[src/rtl/v_mul_seq.sv]
// Vector-multiply sequencer: walks operand words of one vector multiply, feeds the
// lane multiplier, and writes products back through a latency-matched tag pipe.
module v_mul_seq #(
    parameter int unsigned MUL_LAT = 1,
    parameter int unsigned ADDR_W  = 5,
    parameter int unsigned VL_W    = 8
) (
    input  logic              clk,
    input  logic              rst,
    input  logic              start,
    input  logic [1:0]        sew_in,
    input  logic [VL_W-1:0]   vl_in,
    input  logic [ADDR_W-1:0] vs1_base,
    input  logic [ADDR_W-1:0] vs2_base,
    input  logic [ADDR_W-1:0] vd_base,
    output logic              busy,
    output logic              done,
    output logic              err,
    output logic [ADDR_W-1:0] rf_rd_addr_a,
    output logic [ADDR_W-1:0] rf_rd_addr_b,
    input  logic [31:0]       rf_rd_data_a,
    input  logic [31:0]       rf_rd_data_b,
    output logic [31:0]       mul_op_A,
    output logic [31:0]       mul_op_B,
    output logic [1:0]        mul_sew,
    input  logic [31:0]       mul_result,
    output logic              rf_wr_en,
    output logic [ADDR_W-1:0] rf_wr_addr,
    output logic [31:0]       rf_wr_data,
    output logic [3:0]        rf_wr_be
);
    localparam int unsigned DEPTH     = MUL_LAT + 1;
    localparam int unsigned TAIL      = DEPTH - 1;
    localparam int unsigned CNT_W     = ((VL_W > ADDR_W) ? VL_W : ADDR_W) + 1;
    localparam int unsigned MAX_WORDS = 32'd1 << ADDR_W;

    typedef enum logic [1:0] {ST_IDLE, ST_ISSUE, ST_DRAIN} state_t;

    state_t            state_q, state_d;
    logic              busy_q, busy_d, done_q, done_d, err_q, err_d;
    logic [ADDR_W-1:0] rd_a_q, rd_a_d, rd_b_q, rd_b_d;
    logic [1:0]        sew_q, sew_d;
    logic [ADDR_W-1:0] vd_q, vd_d, idx_q, idx_d, last_q, last_d;
    logic [3:0]        tail_be_q, tail_be_d;

    // Tag pipe: one entry per issued word, tail aligns with mul_result.
    logic [DEPTH-1:0]  tv_q, tv_d;
    logic [ADDR_W-1:0] ta_q [DEPTH];
    logic [ADDR_W-1:0] ta_d [DEPTH];
    logic [3:0]        tb_q [DEPTH];
    logic [3:0]        tb_d [DEPTH];

    logic [CNT_W-1:0]  vl_ext, n_raw;
    logic [1:0]        rem;
    logic              sat;
    logic [ADDR_W-1:0] last_idx_c;
    logic [3:0]        tail_be_c;
    logic              push, pending;
    logic [ADDR_W-1:0] push_addr;
    logic [3:0]        push_be;

    assign vl_ext = CNT_W'(vl_in);

    // Word count, last word index and tail byte mask of the incoming instruction.
    always_comb begin
        n_raw = vl_ext;
        rem   = 2'b00;
        case (sew_in)
            2'b00: begin
                n_raw = (vl_ext + CNT_W'(3)) >> 2;
                rem   = vl_in[1:0];
            end
            2'b01: begin
                n_raw = (vl_ext + CNT_W'(1)) >> 1;
                rem   = {1'b0, vl_in[0]};
            end
            default: begin
                n_raw = vl_ext;
                rem   = 2'b00;
            end
        endcase
        sat        = n_raw > CNT_W'(MAX_WORDS);
        last_idx_c = sat ? ADDR_W'(MAX_WORDS - 1) : ADDR_W'(n_raw - CNT_W'(1));
        tail_be_c  = 4'b1111;
        if (!sat && rem != 2'b00) begin
            tail_be_c = (sew_in == 2'b00) ? ((4'b0001 << rem) - 4'b0001) : 4'b0011;
        end
    end

    always_comb begin
        state_d   = state_q;
        done_d    = 1'b0;
        err_d     = 1'b0;
        rd_a_d    = rd_a_q;
        rd_b_d    = rd_b_q;
        sew_d     = sew_q;
        vd_d      = vd_q;
        idx_d     = idx_q;
        last_d    = last_q;
        tail_be_d = tail_be_q;
        push      = 1'b0;
        push_addr = vd_q + idx_q;
        push_be   = (idx_q == last_q) ? tail_be_q : 4'b1111;
        pending   = 1'b0;
        for (int unsigned k = 0; k + 1 < DEPTH; k++) begin
            pending = pending | tv_q[k];
        end

        case (state_q)
            ST_IDLE: begin
                if (start) begin
                    if (vl_in == '0 || sew_in == 2'b11) begin
                        done_d = 1'b1;
                        err_d  = (sew_in == 2'b11);
                    end else begin
                        state_d   = ST_ISSUE;
                        rd_a_d    = vs1_base;
                        rd_b_d    = vs2_base;
                        sew_d     = sew_in;
                        vd_d      = vd_base;
                        idx_d     = '0;
                        last_d    = last_idx_c;
                        tail_be_d = tail_be_c;
                    end
                end
            end
            ST_ISSUE: begin
                push = 1'b1;
                if (idx_q == last_q) begin
                    state_d = ST_DRAIN;
                end else begin
                    idx_d  = idx_q + ADDR_W'(1);
                    rd_a_d = rd_a_q + ADDR_W'(1);
                    rd_b_d = rd_b_q + ADDR_W'(1);
                end
            end
            ST_DRAIN: begin
                // Tail entry writes this cycle; finish once nothing is behind it.
                if (!pending) begin
                    state_d = ST_IDLE;
                    done_d  = 1'b1;
                end
            end
            default: state_d = ST_IDLE;
        endcase

        tv_d[0] = push;
        ta_d[0] = push_addr;
        tb_d[0] = push_be;
        for (int unsigned k = 1; k < DEPTH; k++) begin
            tv_d[k] = tv_q[k-1];
            ta_d[k] = ta_q[k-1];
            tb_d[k] = tb_q[k-1];
        end
        busy_d = (state_d != ST_IDLE);
    end

    always_ff @(posedge clk) begin
        if (rst) begin
            state_q   <= ST_IDLE;
            busy_q    <= 1'b0;
            done_q    <= 1'b0;
            err_q     <= 1'b0;
            rd_a_q    <= '0;
            rd_b_q    <= '0;
            sew_q     <= 2'b00;
            vd_q      <= '0;
            idx_q     <= '0;
            last_q    <= '0;
            tail_be_q <= 4'b0000;
            tv_q      <= '0;
            for (int unsigned k = 0; k < DEPTH; k++) begin
                ta_q[k] <= '0;
                tb_q[k] <= 4'b0000;
            end
        end else begin
            state_q   <= state_d;
            busy_q    <= busy_d;
            done_q    <= done_d;
            err_q     <= err_d;
            rd_a_q    <= rd_a_d;
            rd_b_q    <= rd_b_d;
            sew_q     <= sew_d;
            vd_q      <= vd_d;
            idx_q     <= idx_d;
            last_q    <= last_d;
            tail_be_q <= tail_be_d;
            tv_q      <= tv_d;
            for (int unsigned k = 0; k < DEPTH; k++) begin
                ta_q[k] <= ta_d[k];
                tb_q[k] <= tb_d[k];
            end
        end
    end

    assign busy         = busy_q;
    assign done         = done_q;
    assign err          = err_q;
    assign rf_rd_addr_a = rd_a_q;
    assign rf_rd_addr_b = rd_b_q;
    assign mul_op_A     = rf_rd_data_a;
    assign mul_op_B     = rf_rd_data_b;
    assign mul_sew      = sew_q;
    assign rf_wr_en     = tv_q[TAIL];
    assign rf_wr_addr   = ta_q[TAIL];
    assign rf_wr_be     = tb_q[TAIL];
    assign rf_wr_data   = mul_result;
endmodule

[config.mk]
export PLATFORM = sky130hd
export DESIGN_NAME = v_mul_seq
export DESIGN_NICKNAME = d
export VERILOG_FILES = /design/src/rtl/v_mul_seq.sv
export SDC_FILE = /design/constraint.sdc
export NUM_CORES = 1
export LEC_CHECK = 0
export ABC_AREA = 1
export ABC_CLOCK_PERIOD_IN_PS = 1900
export CAP_MARGIN = 10
export CORE_UTILIZATION = 33
export CTS_CLUSTER_SIZE = 20
export DETAILED_ROUTE_END_ITERATION = 12
export GPL_TIMING_DRIVEN = 0
export HOLD_SLACK_MARGIN = 0.03
export MAX_ROUTING_LAYER = met4
export PLACE_DENSITY = 0.81
export SETUP_SLACK_MARGIN = 0.05
export SYNTH_ARGS = -nofsm -noshare
export SYNTH_HDL_FRONTEND = slang
export SYNTH_SLANG_ARGS = --single-unit
[constraint.sdc]
create_clock -name clk -period 1.9 [get_ports clk]
set_clock_uncertainty 0.2 [all_clocks]
set_input_delay 0.38 -clock clk [delete_from_list [all_inputs] [get_ports clk]]
set_output_delay 0.38 -clock clk [all_outputs]
set_load 0.05 [all_outputs]
==> out/summary.txt, run 1 <==
CTS Buffer Depth: 2
yosys warns: 0
CP bufs+invs: 4
Leakage: 0.00275 uW
most frequent cells in the layout: buf_4 (114), clkdlybuf4s50_1 (109), nand2_1 (70), dfxtp_1 (53), inv_1 (47)
register area share after synthesis: 0.301
Final Hold Viols: 0
setup TNS: 0 ps
post-synthesis compound-gate area fraction: 0.121
Rows: 38
# IOs: 245
DR vias/cell: 4.54
r2r startpoint: idx_q[0]$_SDFFE_PP0P_
CTS root buffer: clkbuf_16
FMAX: 544 MHz
CTS tree: yes
placed cell area: 5470 sq um
core area: 10,900 sq um
Mapped Area: 3730 sq um
total power draw: 4010 uW
Register Area: 1130 sq um
Die W: 108 microns
Synth Area per Inst: 7.30 sq um
Adder-Cell Fraction of Synth Area: 0.0456
post-route cell area: 5940 sq um
TritonCTS Sinks: 56
outcome: complete, no violations
depth of the CTS H-tree: 2
DR iter-0 viols: 195
WS Path Type: primary input to register
Final Wtd Congestion: 0.886
slowest CP cell: ha_4
Cell Pwr Density: 675 nW/um^2
GRT Residual Overflow: 0
Synthesized Nets: 648
port buffer count: 147
final core occ: 0.544
DRC: 0
Total Wirelength: 9760 microns
number of max-cap violations: 0
Fill cells: 971
Max VDD drop: 0.000401 V
Layout area overhead: 59.4%
Post-Syn Instances: 511
unique cell type count in the Yosys netlist: 38
initial antenna violation count: 0
first-pass GRT wire length: 14,300 microns
Max-slew headroom: 0.646
ys async rst share: 0
post-synth top area share: 0.301
RSZ-0062 raised after global routing: yes
Ant. Diodes: 0
Slew Viols, Final: 0
routed length per instance: 11.8 microns
Post-Synth XOR/XNOR Area: 0.0235
cells along the critical path: buf_12 > ha_4 > nand2_2 > nand3_2 > o21ai_1 > inv_1 > nand2_2 > ha_4 > inv_2 > nor2_4 > nand3_2 > nand2_4 > nand2_8 > o21bai_4 > inv_1
ys flop type: dfxtp_1
crit path launch type: primary input
crit-path leading delay family: simple AND/OR/NAND/NOR gates
dpl ws: -943 ps
Die H: 108 microns
hpwl dp: 6980 microns
layout cells sized above 1: 0.318
Yosys top cell by area: dfxtp_1
ranking of synthesized cells by area: dfxtp_1 (30%), buf_4 (20%), nand2_1 (7.7%)
GRT Util Overall: 0.156
fin crit period: 1840 ps
Synth Area in Simple Gates: 0.233
final period utilization: 0.967
vias: 3,745
register clock-pin slew on the reported worst setup and hold paths: 70 ps
TritonCTS Buffers: 5
worst setup path start: vl_in[0]
area of the multi-input gates: 1790 sq um
commonest non-fill, non-tap cell in the layout: buf_4
mux contribution to synthesized area: 0
DR pass1 iterations: 4
Worst-Skew Late Latency: 300 ps
fin nets: 821
maximum number of pins on one net before global-route repair: 21
Post-synth EDFFs: 0
CP arrival: 1840 ps
Final setup viols: 0
highest net fanout along the worst path: 5
Crit. End Element: register
hold_buf cts: 0
Hold Path Origin: ta_q[0][1]$_SDFF_PP0_
Worst EP required: 1900 ps
Initial Util: 0.341
die area: 11,700 sq um
critical path's largest stage delay: 160 ps
Seq cells post-synth: 56
Worst Max-Slew Pin Slew: 531 ps
Final WS setup: 62.2 ps
Min-Delay Path Class: register to register
vias in the first global route: 3,352
ANT nets after route: 0
main combinational cell family by area after synthesis: buffers and inverters
==> metal layers <==
| layer | track usage | share of wire | routed length [microns] |
|---|---|---|---|
| met2 | 0.271 | 0.50 | 4870 |
| met3 | 0.0247 | 0.083 | 811 |
| met5 | - | 0 | 0 |
| met1 | 0.178 | 0.39 | 3790 |
| met4 | 0.0666 | 0.030 | 289 |
==> state kept, by name, summed over array words and instances, names as in the netlist, 4 cells and up <==
signal and count:
last_q 5, rf_rd_addr_a 5, tb_q 8, ta_q 10
vd_q 5, tail_be_q 4, rf_rd_addr_b 5, idx_q 5
==> cell usage after synthesis, types with 2 or more instances <==
cell	count
clkbuf_1	5
nand2_4	3
buf_6	2
o21ai_0	23
nand2_2	4
xor2_1	7
a21oi_1	35
nand3_2	4
nand2_1	76
buf_4	98
nor2_2	3
nand3_1	30
o21bai_2	3
a211oi_2	3
nand4_1	4
dfxtp_1	56
nor3_1	3
a31oi_1	6
xnor2_1	3
buf_2	4
ha_1	12
nor2_1	47
o22ai_1	2
nor2_4	4
inv_1	53
inv_2	9
==> worst paths after layout <==
path / slack, ps / depth (start not counted) / to
max reg2reg: 110 / 7 / ta_q[0][4]$_SDFF_PP0_
min: 200 / 2 / ta_q[0][6]$_SDFF_PP0_
max: 60 / 15 / last_q[0]$_SDFFE_PP0P_
min reg2reg: 200 / 2 / ta_q[0][6]$_SDFF_PP0_
==> final cells by class <==
cell class | instances | area share
plain buffers | 109 | 0.139
well taps | 140 | 0.0295
repair buffers | 166 | 0.270
clock buffers | 5 | 0.0210
flip-flops and latches | 56 | 0.190
inverters | 62 | 0.0446
multi-input cells | 284 | 0.301
clock inverters | 3 | 0.00484
==> per-stage QoR <==
stage / hold WS [ps] / cells
after floorplan: 188 / 511
after global placement: 193 / 798
after detailed placement: 194 / 798
after CTS: 162 / 819
after global routing: 198 / 825
final: 203 / 825
==> cells by family after synthesis <==
kind of cell    after synthesis
fa+ha+maj                    13
flops                        56
simple gates                184
compound gates               77
buf+inv                     171
xor+xnor                     10
==> worst min-delay path: cells and delay by family (launching register included) <==
family                 cells  cell delay (ps)
DFF                        1              300
buffers and inverters      1               40
and+or+nand+nor            1               30
==> report_power, final <==
group	total, uW	internal, uW	switching (uW)
Sequential	1350	1280	69.9
Combinational	1700	643	1060
Clock	960	508	452
==> repair_timing <==
item | in CTS | in global routing
endpoints found under the hold margin | 0 | 0
buffers inserted | 13 | 6
resized for setup | 84 | 60
endpoints found under the setup margin | 72 | 34
pin swaps | 18 | 14
Note: power is estimated with default switching activity, not from simulation.
==> inputs of run 2 (changes only) <==
ABC_CLOCK_PERIOD_IN_PS = default   (was 1900)
CAP_MARGIN = default   (was 10)
==> results of run 2 <==
Final layout, timing and power as in run 1 (identical DEF).
